### src/rtl/alu_pkg.sv
// Shared definitions for the execute-stage ALU: function codes, condition-code
// bit positions, FSM state encoding and a condition-code packing helper.
package alu_pkg;

  localparam logic [2:0] ALU_ADD = 3'd0;
  localparam logic [2:0] ALU_SUB = 3'd1;
  localparam logic [2:0] ALU_AND = 3'd2;
  localparam logic [2:0] ALU_XOR = 3'd3;
  localparam logic [2:0] ALU_MUL = 3'd4;

  localparam int CC_ZF = 0;
  localparam int CC_SF = 1;
  localparam int CC_OF = 2;
  localparam int CC_CF = 3;

  typedef enum logic {
    S_IDLE,
    S_MUL
  } state_t;

  function automatic logic [3:0] pack_cc(input logic cf, input logic of,
                                         input logic sf, input logic zf);
    logic [3:0] cc;
    cc        = '0;
    cc[CC_CF] = cf;
    cc[CC_OF] = of;
    cc[CC_SF] = sf;
    cc[CC_ZF] = zf;
    return cc;
  endfunction

endpackage

### src/rtl/alu_seq_if.sv
// Decode-to-execute bundle: request side (operands, function, start) and
// result side (busy/done handshake, result, condition codes).
interface alu_seq_if #(
  parameter int WIDTH = 64
);
  logic             start;
  logic [2:0]       alu_fun;
  logic [WIDTH-1:0] aluA;
  logic [WIDTH-1:0] aluB;
  logic             update_cc;
  logic             busy;
  logic             done;
  logic [WIDTH-1:0] valE;
  logic [3:0]       new_cc;
  logic             set_cc;
  logic             error;

  modport master (
    output start, alu_fun, aluA, aluB, update_cc,
    input  busy, done, valE, new_cc, set_cc, error
  );

  modport slave (
    input  start, alu_fun, aluA, aluB, update_cc,
    output busy, done, valE, new_cc, set_cc, error
  );
endinterface

### src/rtl/seq_multiplier.sv
// Unsigned shift-add multiplier: one step per clock over a 2*WIDTH accumulator,
// WIDTH steps per product.
module seq_multiplier #(
  parameter int WIDTH = 64
) (
  input  logic               clock,
  input  logic               reset,
  input  logic               load,
  input  logic [WIDTH-1:0]   a,
  input  logic [WIDTH-1:0]   b,
  output logic               busy,
  output logic [2*WIDTH-1:0] product,
  output logic               last
);
  localparam int CNT_W = $clog2(WIDTH);

  logic [CNT_W-1:0] count;
  logic [WIDTH-1:0] mcand;
  logic [2*WIDTH-1:0] acc;
  logic [WIDTH:0]     sum;

  // Upper half accumulates the multiplicand; lower half holds the remaining
  // multiplier bits and shifts out one bit per step.
  assign sum  = {1'b0, acc[2*WIDTH-1:WIDTH]} + (acc[0] ? {1'b0, mcand} : '0);

  // product is the accumulator after the step in progress, so it is final
  // in the same cycle that last is high.
  assign product = {sum, acc[WIDTH-1:1]};
  assign last    = busy && (count == CNT_W'(WIDTH - 1));

  always_ff @(posedge clock) begin
    if (reset) begin
      busy  <= 1'b0;
      count <= '0;
      mcand <= '0;
      acc   <= '0;
    end else if (load && !busy) begin
      busy  <= 1'b1;
      count <= '0;
      mcand <= a;
      acc   <= {{WIDTH{1'b0}}, b};
    end else if (busy) begin
      acc   <= product;
      count <= count + CNT_W'(1);
      if (last) begin
        busy <= 1'b0;
      end
    end
  end

endmodule

### src/rtl/alu_seq.sv
// Execute-stage ALU: single-cycle add/sub/and/xor, multi-cycle unsigned
// multiply, registered result, condition codes and one-cycle done pulse.
module alu_seq
  import alu_pkg::*;
#(
  parameter int WIDTH = 64
) (
  input  logic       clock,
  input  logic       reset,
  alu_seq_if.slave   bus
);
  localparam int MSB = WIDTH - 1;

  state_t           state;
  logic             busy_q;
  logic             done_q;
  logic             set_cc_q;
  logic             error_q;
  logic [WIDTH-1:0] val_q;
  logic [3:0]       cc_q;
  logic             upd_q;

  logic [WIDTH:0]     add_full;
  logic [WIDTH-1:0]   sub_res;
  logic [WIDTH-1:0]   simple_res;
  logic               simple_cf;
  logic               simple_of;
  logic [3:0]         simple_cc;

  logic               mul_load;
  logic               mul_busy;
  logic               mul_last;
  logic [2*WIDTH-1:0] mul_product;
  logic [WIDTH-1:0]   mul_lo;
  logic [3:0]         mul_cc;

  assign add_full = {1'b0, bus.aluB} + {1'b0, bus.aluA};
  assign sub_res  = bus.aluB - bus.aluA;

  always_comb begin
    simple_res = '0;
    simple_cf  = 1'b0;
    simple_of  = 1'b0;
    case (bus.alu_fun)
      ALU_ADD: begin
        simple_res = add_full[WIDTH-1:0];
        simple_cf  = add_full[WIDTH];
        simple_of  = (bus.aluA[MSB] == bus.aluB[MSB]) &&
                     (simple_res[MSB] != bus.aluA[MSB]);
      end
      ALU_SUB: begin
        simple_res = sub_res;
        simple_cf  = bus.aluA > bus.aluB;
        simple_of  = (bus.aluA[MSB] != bus.aluB[MSB]) &&
                     (simple_res[MSB] != bus.aluB[MSB]);
      end
      ALU_AND: simple_res = bus.aluA & bus.aluB;
      ALU_XOR: simple_res = bus.aluA ^ bus.aluB;
      default: simple_res = '0;
    endcase
    simple_cc = pack_cc(simple_cf, simple_of, simple_res[MSB], simple_res == '0);
  end

  assign mul_load = (state == S_IDLE) && bus.start && (bus.alu_fun == ALU_MUL);
  assign mul_lo   = mul_product[WIDTH-1:0];
  assign mul_cc   = pack_cc(mul_product[2*WIDTH-1:WIDTH] != '0,
                            mul_product[2*WIDTH-1:WIDTH] != '0,
                            mul_lo[MSB], mul_lo == '0);

  seq_multiplier #(
    .WIDTH(WIDTH)
  ) u_mul (
    .clock   (clock),
    .reset   (reset),
    .load    (mul_load),
    .a       (bus.aluA),
    .b       (bus.aluB),
    .busy    (mul_busy),
    .product (mul_product),
    .last    (mul_last)
  );

  always_ff @(posedge clock) begin
    if (reset) begin
      state    <= S_IDLE;
      busy_q   <= 1'b0;
      done_q   <= 1'b0;
      set_cc_q <= 1'b0;
      error_q  <= 1'b0;
      val_q    <= '0;
      cc_q     <= '0;
      upd_q    <= 1'b0;
    end else begin
      done_q   <= 1'b0;
      set_cc_q <= 1'b0;
      error_q  <= 1'b0;
      case (state)
        S_IDLE: begin
          if (bus.start) begin
            upd_q <= bus.update_cc;
            if (bus.alu_fun < ALU_MUL) begin
              val_q    <= simple_res;
              cc_q     <= simple_cc;
              done_q   <= 1'b1;
              set_cc_q <= bus.update_cc;
            end else if (bus.alu_fun == ALU_MUL) begin
              busy_q <= 1'b1;
              state  <= S_MUL;
            end else begin
              val_q   <= '0;
              cc_q    <= '0;
              done_q  <= 1'b1;
              error_q <= 1'b1;
            end
          end
        end
        S_MUL: begin
          if (mul_busy && mul_last) begin
            val_q    <= mul_lo;
            cc_q     <= mul_cc;
            done_q   <= 1'b1;
            set_cc_q <= upd_q;
            busy_q   <= 1'b0;
            state    <= S_IDLE;
          end
        end
        default: state <= S_IDLE;
      endcase
    end
  end

  assign bus.busy   = busy_q;
  assign bus.done   = done_q;
  assign bus.set_cc = set_cc_q;
  assign bus.error  = error_q;
  assign bus.valE   = val_q;
  assign bus.new_cc = cc_q;

endmodule

### src/flat_wrapper.sv
// flat-port wrapper written by rule: the top's interface ports become plain ports
module alu_seq_flat import alu_pkg::*;
#(
  parameter int WIDTH = 64
)
  (clock, reset, bus_start, bus_alu_fun, bus_aluA, bus_aluB, bus_update_cc, bus_busy, bus_done, bus_valE, bus_new_cc, bus_set_cc, bus_error);
  alu_seq_if #(.WIDTH(WIDTH)) bus_i ();
  input  logic clock;
  input  logic reset;
  input wire logic [$bits(bus_i.start)-1:0] bus_start;
  input wire logic [$bits(bus_i.alu_fun)-1:0] bus_alu_fun;
  input wire logic [$bits(bus_i.aluA)-1:0] bus_aluA;
  input wire logic [$bits(bus_i.aluB)-1:0] bus_aluB;
  input wire logic [$bits(bus_i.update_cc)-1:0] bus_update_cc;
  output wire logic [$bits(bus_i.busy)-1:0] bus_busy;
  output wire logic [$bits(bus_i.done)-1:0] bus_done;
  output wire logic [$bits(bus_i.valE)-1:0] bus_valE;
  output wire logic [$bits(bus_i.new_cc)-1:0] bus_new_cc;
  output wire logic [$bits(bus_i.set_cc)-1:0] bus_set_cc;
  output wire logic [$bits(bus_i.error)-1:0] bus_error;
  assign bus_i.start = bus_start;
  assign bus_i.alu_fun = bus_alu_fun;
  assign bus_i.aluA = bus_aluA;
  assign bus_i.aluB = bus_aluB;
  assign bus_i.update_cc = bus_update_cc;
  assign bus_busy = bus_i.busy;
  assign bus_done = bus_i.done;
  assign bus_valE = bus_i.valE;
  assign bus_new_cc = bus_i.new_cc;
  assign bus_set_cc = bus_i.set_cc;
  assign bus_error = bus_i.error;
  alu_seq #(.WIDTH(WIDTH)) u_core (.clock(clock), .reset(reset), .bus(bus_i));
endmodule
### config.mk
export PLATFORM = sky130hd
export DESIGN_NAME = alu_seq_flat
export DESIGN_NICKNAME = d
export VERILOG_FILES = /design/src/rtl/alu_pkg.sv /design/src/rtl/alu_seq_if.sv /design/src/rtl/seq_multiplier.sv /design/src/rtl/alu_seq.sv /design/src/flat_wrapper.sv
export SDC_FILE = /design/constraint.sdc
export NUM_CORES = 1
export LEC_CHECK = 0
export CAP_MARGIN = 20
export CELL_PAD_IN_SITES_DETAIL_PLACEMENT = 1
export CELL_PAD_IN_SITES_GLOBAL_PLACEMENT = 1
export CORE_AREA = 5 5 282 284
export DETAILED_ROUTE_END_ITERATION = 16
export DIE_AREA = 0 0 287 289
export PLACE_DENSITY = 0.66
export SYNTH_ARGS = -nofsm -noshare
export SYNTH_HDL_FRONTEND = slang
export SYNTH_HIERARCHICAL = 1
export SYNTH_SLANG_ARGS = --single-unit
### constraint.sdc
create_clock -name clock -period 5.2 [get_ports clock]
set_input_delay 1.04 -clock clock [delete_from_list [all_inputs] [get_ports clock]]
set_output_delay 1.04 -clock clock [all_outputs]
set_load 0.02 [all_outputs]
==> results.txt, run 1 <==
The flow ran to the end, and the final reports show no timing, DRC or antenna violations. The proportion of total power due to net switching was 36.24%. The run gives 9759 as the fill cell instance count of the final layout. Destination of the worst hold path: u_core/u_mul/mcand[50]. The post-layout net count came out at 4714. The tools report the register area as 5453 um^2. The first detailed-routing pass took 6 iterations. The type of the most critical hold path was flip-flop to flip-flop. After synthesis, the largest family of logic cells by area is compound AO/OA/AOI/OAI gates. The clock reaches the later pin of the worst-skew pair after 0.58 ns. The tools report the max-slew violation total from the final report as 0. In this run the count of I/O pins placed on the die edge is 207.

The cell family with the largest share of critical-path delay is simple AND/OR/NAND/NOR gates. Number of antenna violations at the first check in global routing: 8. The pin count of the biggest net entering global routing was 161; the cell count after synthesis was 3753.

At the end of the flow the core is filled with cells to 45.82%. Yosys printed 6 warnings. Combinational logic burns 36.6% of the power.

The number of distinct library cells after synthesis was 103. The startpoint identified for the worst hold timing path is u_core/u_mul/mcand[50]. The run gives 2 as the CTS H-tree depth. In the layout the commonest cells are 680 x sky130_fd_sc_hd__buf_4, 464 x sky130_fd_sc_hd__a21oi_1, 455 x sky130_fd_sc_hd__nand2_1. The logs give 111700 um for the total half-perimeter wirelength after legalization and detailed placement and 37 for the number of buffers added by the clock tree synthesis step. At the worst endpoint, the arrival time is 5.51 ns. The tools report the total placed cells including tap cells as 5378.

Across the routed clock network, the largest skew measured is 0.02483 ns. Highest clock rate: 199.6 MHz. Path depth of the worst reg2reg path: 23. The width of the chip was 287 um; the number of clock sinks seen by CTS was 272. The share of flip-flops with an asynchronous set or reset after synthesis was 0%; the area enclosed by the die boundary was 82940 um^2.

The first global-routing pass estimated 203900 um of wire. The static power due to leakage was 14.79 nW; the placer's final routability congestion estimate was 1.011. The floorplan step defined a core boundary enclosing 76830 um^2. Dividing total power by cell area gives a power density of 221.0 nW/um^2. The routed layout has 31530 vias.

The floorplan has 102 rows. The fraction of final layout cells with drive strength greater than 1 is 19.65%. In the final routed layout, each cell accounts on average for 25.45 um. In this run the mean area of a mapped cell was 7.055 um^2.

Post-synthesis share of cell area spent on and, or, nand and nor gates: 24.53%. TritonCTS built the clock tree. The part of the total power dissipated in sequential elements is 28.4%. The remaining antenna violation count was 0; the compound-gate portion of the synthesized area was 28.69%.

Number of standard cells in the layout, taps in and fillers out: 5448. The critical setup path kind is primary input to flip-flop. In this run the critical register-to-register path is launched from u_core/u_mul/acc[0].

IR analysis of the VDD net gives a maximum drop of 0.1999 mV. Clock-pin slew was measured on the worst setup and hold paths at 0.06 ns. The fraction of the mapped netlist area in adder cells was 9.394%; the height of the die was 289 um. The most used flip-flop cell after synthesis is sky130_fd_sc_hd__dfxtp_1. The actual transition at the worst max-transition pin was 1.263 ns.

The fraction of synthesized cell area in xor and xnor cells was 3.634%; the total of buffers placed on input and output ports was 206. Relative to the synthesized area, the layout overhead comes to 32.95%. The proportion of synthesized area in mux cells was 5.585%. Across every metal layer, demand over resource in global routing totals 31.98%. The worst pin sits at a relative slew slack of 14.99%. The number of enable-type register cells in the synthesized netlist was 0; the DRC violation count after routing was 0. The worst setup path is captured at a flip-flop.

The master cell of the clock root buffer was sky130_fd_sc_hd__clkbuf_16. Portion of the post-synthesis area used by sequential elements: 20.57%. Counting flops and latches in the post-synthesis netlist gives 272. In this run, the clock network consumes 35.0% of the power. The final layout contains routed wiring with a total length of 138700 um.

The number of buffers and inverters on the critical path is 3. The most common cell after layout, fill and taps aside is sky130_fd_sc_hd__buf_4. Setup violations remaining at the end of the flow were counted as 0. Endpoint of the worst register-to-register path: u_core/bus.new_cc[3].

Cell at the slowest stage of the critical path: sky130_fd_sc_hd__clkdlybuf4s50_1. Maximum buffer depth of the clock tree: 3. For the internal reg-to-reg setup slack, the log shows 0.28 ns. The cell internal power dissipation was 4.960 mW. The instance count along the most critical hold path is 2.

The multi-input combinational cells in the finished layout cover a total of 19280 um^2. For this configuration, the core starts out at a cell density of 34.46%. The via count of the first global-routing pass was 31710; the antenna diode count was 0. The final period demand of the worst path is 5.010 ns.

In the routed layout, each cell is associated on average with a via count of 5.787. For this run, the slowest stage of the critical path takes 0.48 ns. The worst path uses 96.35% of the clock period. STA classifies the critical path startpoint as a primary input. The synthesized netlist occupies a cell area of 26480 um^2. The tools report the number of violations of the max-capacitance limit as 0. In this run the worst path has a maximum fanout of 11.

The number of hold violations in the final report was 0. After global routing the overflow that remains totals 0. The critical path goes through clkdlybuf4s50_1 > inv_1 > ha_1 > buf_4 > or4_4 > o211a_1 > a211o_1 > a31o_1 > a211o_1 > nor4_2 > nand4_1 > nor4_4 > nand4b_1 > nor4_2 > nand4_1 > o31ai_2.

Data on the critical path is required at its endpoint by 5.70 ns. The switching power was 2.819 mW; the synthesized net count was 4085. The first routing iteration left 2458 violations.
[registers in the layout, summed over array words and instances (netlist names), 4 cells and up]
signal and count:
u_core/bus.new_cc 4, u_core/u_mul/count 6, u_core/u_mul/acc 128, u_core/u_mul/mcand 64, u_core/bus.valE 63
[Yosys cell counts (all sizes together) (10+ instances only)]
| library cell | n | area share, % |
|---|---|---|
| mux2i | 135 | 5.1 |
| a22oi | 12 | 0.34 |
| dfxtp | 272 | 21 |
| a211oi | 39 | 1.1 |
| ha | 194 | 9.2 |
| a221o | 16 | 0.60 |
| a31oi | 36 | 0.98 |
| o21a | 22 | 0.62 |
| nand3 | 61 | 1.2 |
| o211ai | 63 | 1.8 |
| or2 | 11 | 0.26 |
| and3 | 18 | 0.43 |
| nor4 | 91 | 2.2 |
| nor2 | 410 | 5.8 |
| a211o | 15 | 0.50 |
| nor3 | 72 | 1.4 |
| nand2b | 35 | 0.83 |
| nor3b | 10 | 0.30 |
| a21oi | 472 | 9.0 |
| nand2 | 456 | 6.5 |
| inv | 155 | 2.2 |
| a21o | 47 | 1.3 |
| xor2 | 28 | 0.95 |
| or3 | 16 | 0.38 |
| clkbuf | 180 | 2.6 |
| xnor2 | 81 | 2.7 |
| nand4 | 73 | 1.7 |
| o21bai | 46 | 1.3 |
| and2 | 79 | 1.9 |
| nand3b | 10 | 0.28 |
| a22o | 17 | 0.56 |
| a221oi | 12 | 0.40 |
| nor2b | 26 | 0.61 |
| a2111oi | 12 | 0.40 |
| o21ai | 187 | 3.6 |
| o31ai | 63 | 1.8 |
| buf | 123 | 2.8 |
[power groups by stage]
stage / combinational (mW) / sequential (mW) / clock, mW
after CTS: 2.77 / 2.21 / 2.80
after floorplan: 1.25 / 2.27 / 0
after detailed placement: 2.75 / 2.25 / 0
after global placement: 2.74 / 2.25 / 0
final: 2.85 / 2.21 / 2.72
after global routing: 3.00 / 2.21 / 2.88
[cell type report]
cell class,instances,area share (%)
multi-input cells,3021,54.78
repair buffers,893,20.72
flip-flops and latches,272,15.49
well taps,1040,3.697
clock buffers,50,3.089
inverters,157,1.681
clock inverters,15,0.5438
[cell families (layout without fill, tap and decap cells)]
logic type / after synthesis / after routing
AO/OA/AOI/OAI: 1177 / 1177
XOR/XNOR: 109 / 109
adder cells (fa/ha/maj): 197 / 197
buffers and inverters: 460 / 1115
flip-flops: 272 / 272
multiplexers: 145 / 145
AND/OR/NAND/NOR: 1393 / 1393
[how the worst max path moves through the flow]
stage / start / end / slack (ns) / depth (start not counted)
6_report: bus_aluA[8] / u_core/bus.new_cc[0] / 0.19 / 16
4_1_cts: bus_aluA[1] / u_core/bus.new_cc[0] / 0.02 / 19
2_1_floorplan: u_core/u_mul/acc[0] / u_core/bus.new_cc[2] / 0.72 / 20
3_3_place_gp: bus_aluB[0] / u_core/bus.new_cc[0] / -0.77 / 19
5_1_grt: bus_aluA[8] / u_core/bus.new_cc[0] / -0.003 / 17
3_5_place_dp: bus_aluB[0] / u_core/bus.new_cc[0] / -0.82 / 19
[metrics by stage]
stage	area, um^2	TNS, ns	setup WS (ns)	hold WS [ns]	power (mW)
after floorplan	26480	0	0.7161	0.4317	3.522
after CTS	35000	0	0.02452	0.4500	7.779
after global routing	35200	-0.002675	-0.002675	0.4656	8.098
after detailed placement	33680	-5.698	-0.8208	0.4423	4.999
after global placement	33680	-4.060	-0.7677	0.4384	4.986
final	35200	0	0.1899	0.4465	7.779
[what timing repair did]
action	4_1_cts	5_1_grt
setup endpoints to repair	1	4
gates resized for setup	13	34
hold endpoints to repair	0	0
hold buffers	0	0
pin swaps	4	16
buffers inserted	0	5
[worst register-to-register path: cells and delay by family, from the launching register on]
family                   cells  cell delay [ns]
flip-flops                   1             0.32
AO/OA/AOI/OAI                9             1.95
AND/OR/NAND/NOR              5             0.90
buffers and inverters        7             1.16
adder cells (fa/ha/maj)      1             0.24
XOR/XNOR                     1             0.25
[metal layers]
layer  global-route usage (%)  routed length (um)  vias up
li1                         -                   -    14720
met1                    43.37               61810    15500
met2                    51.21               61150     1059
met3                    5.507                9728      245
met4                    11.70                5926        4
met5                        0                  27        -
(Power assumes the default switching activity.)
==> run 2: changes to the inputs <==
--- a/config.mk
+++ b/config.mk
@@ -5,7 +5,6 @@
 export SDC_FILE = /design/constraint.sdc
 export NUM_CORES = 1
 export LEC_CHECK = 0
-export CAP_MARGIN = 20
 export CELL_PAD_IN_SITES_DETAIL_PLACEMENT = 1
 export CELL_PAD_IN_SITES_GLOBAL_PLACEMENT = 1
 export CORE_AREA = 5 5 282 284
==> results of run 2 <==
The final DEF is identical to that of run 1; final timing and power are the same.
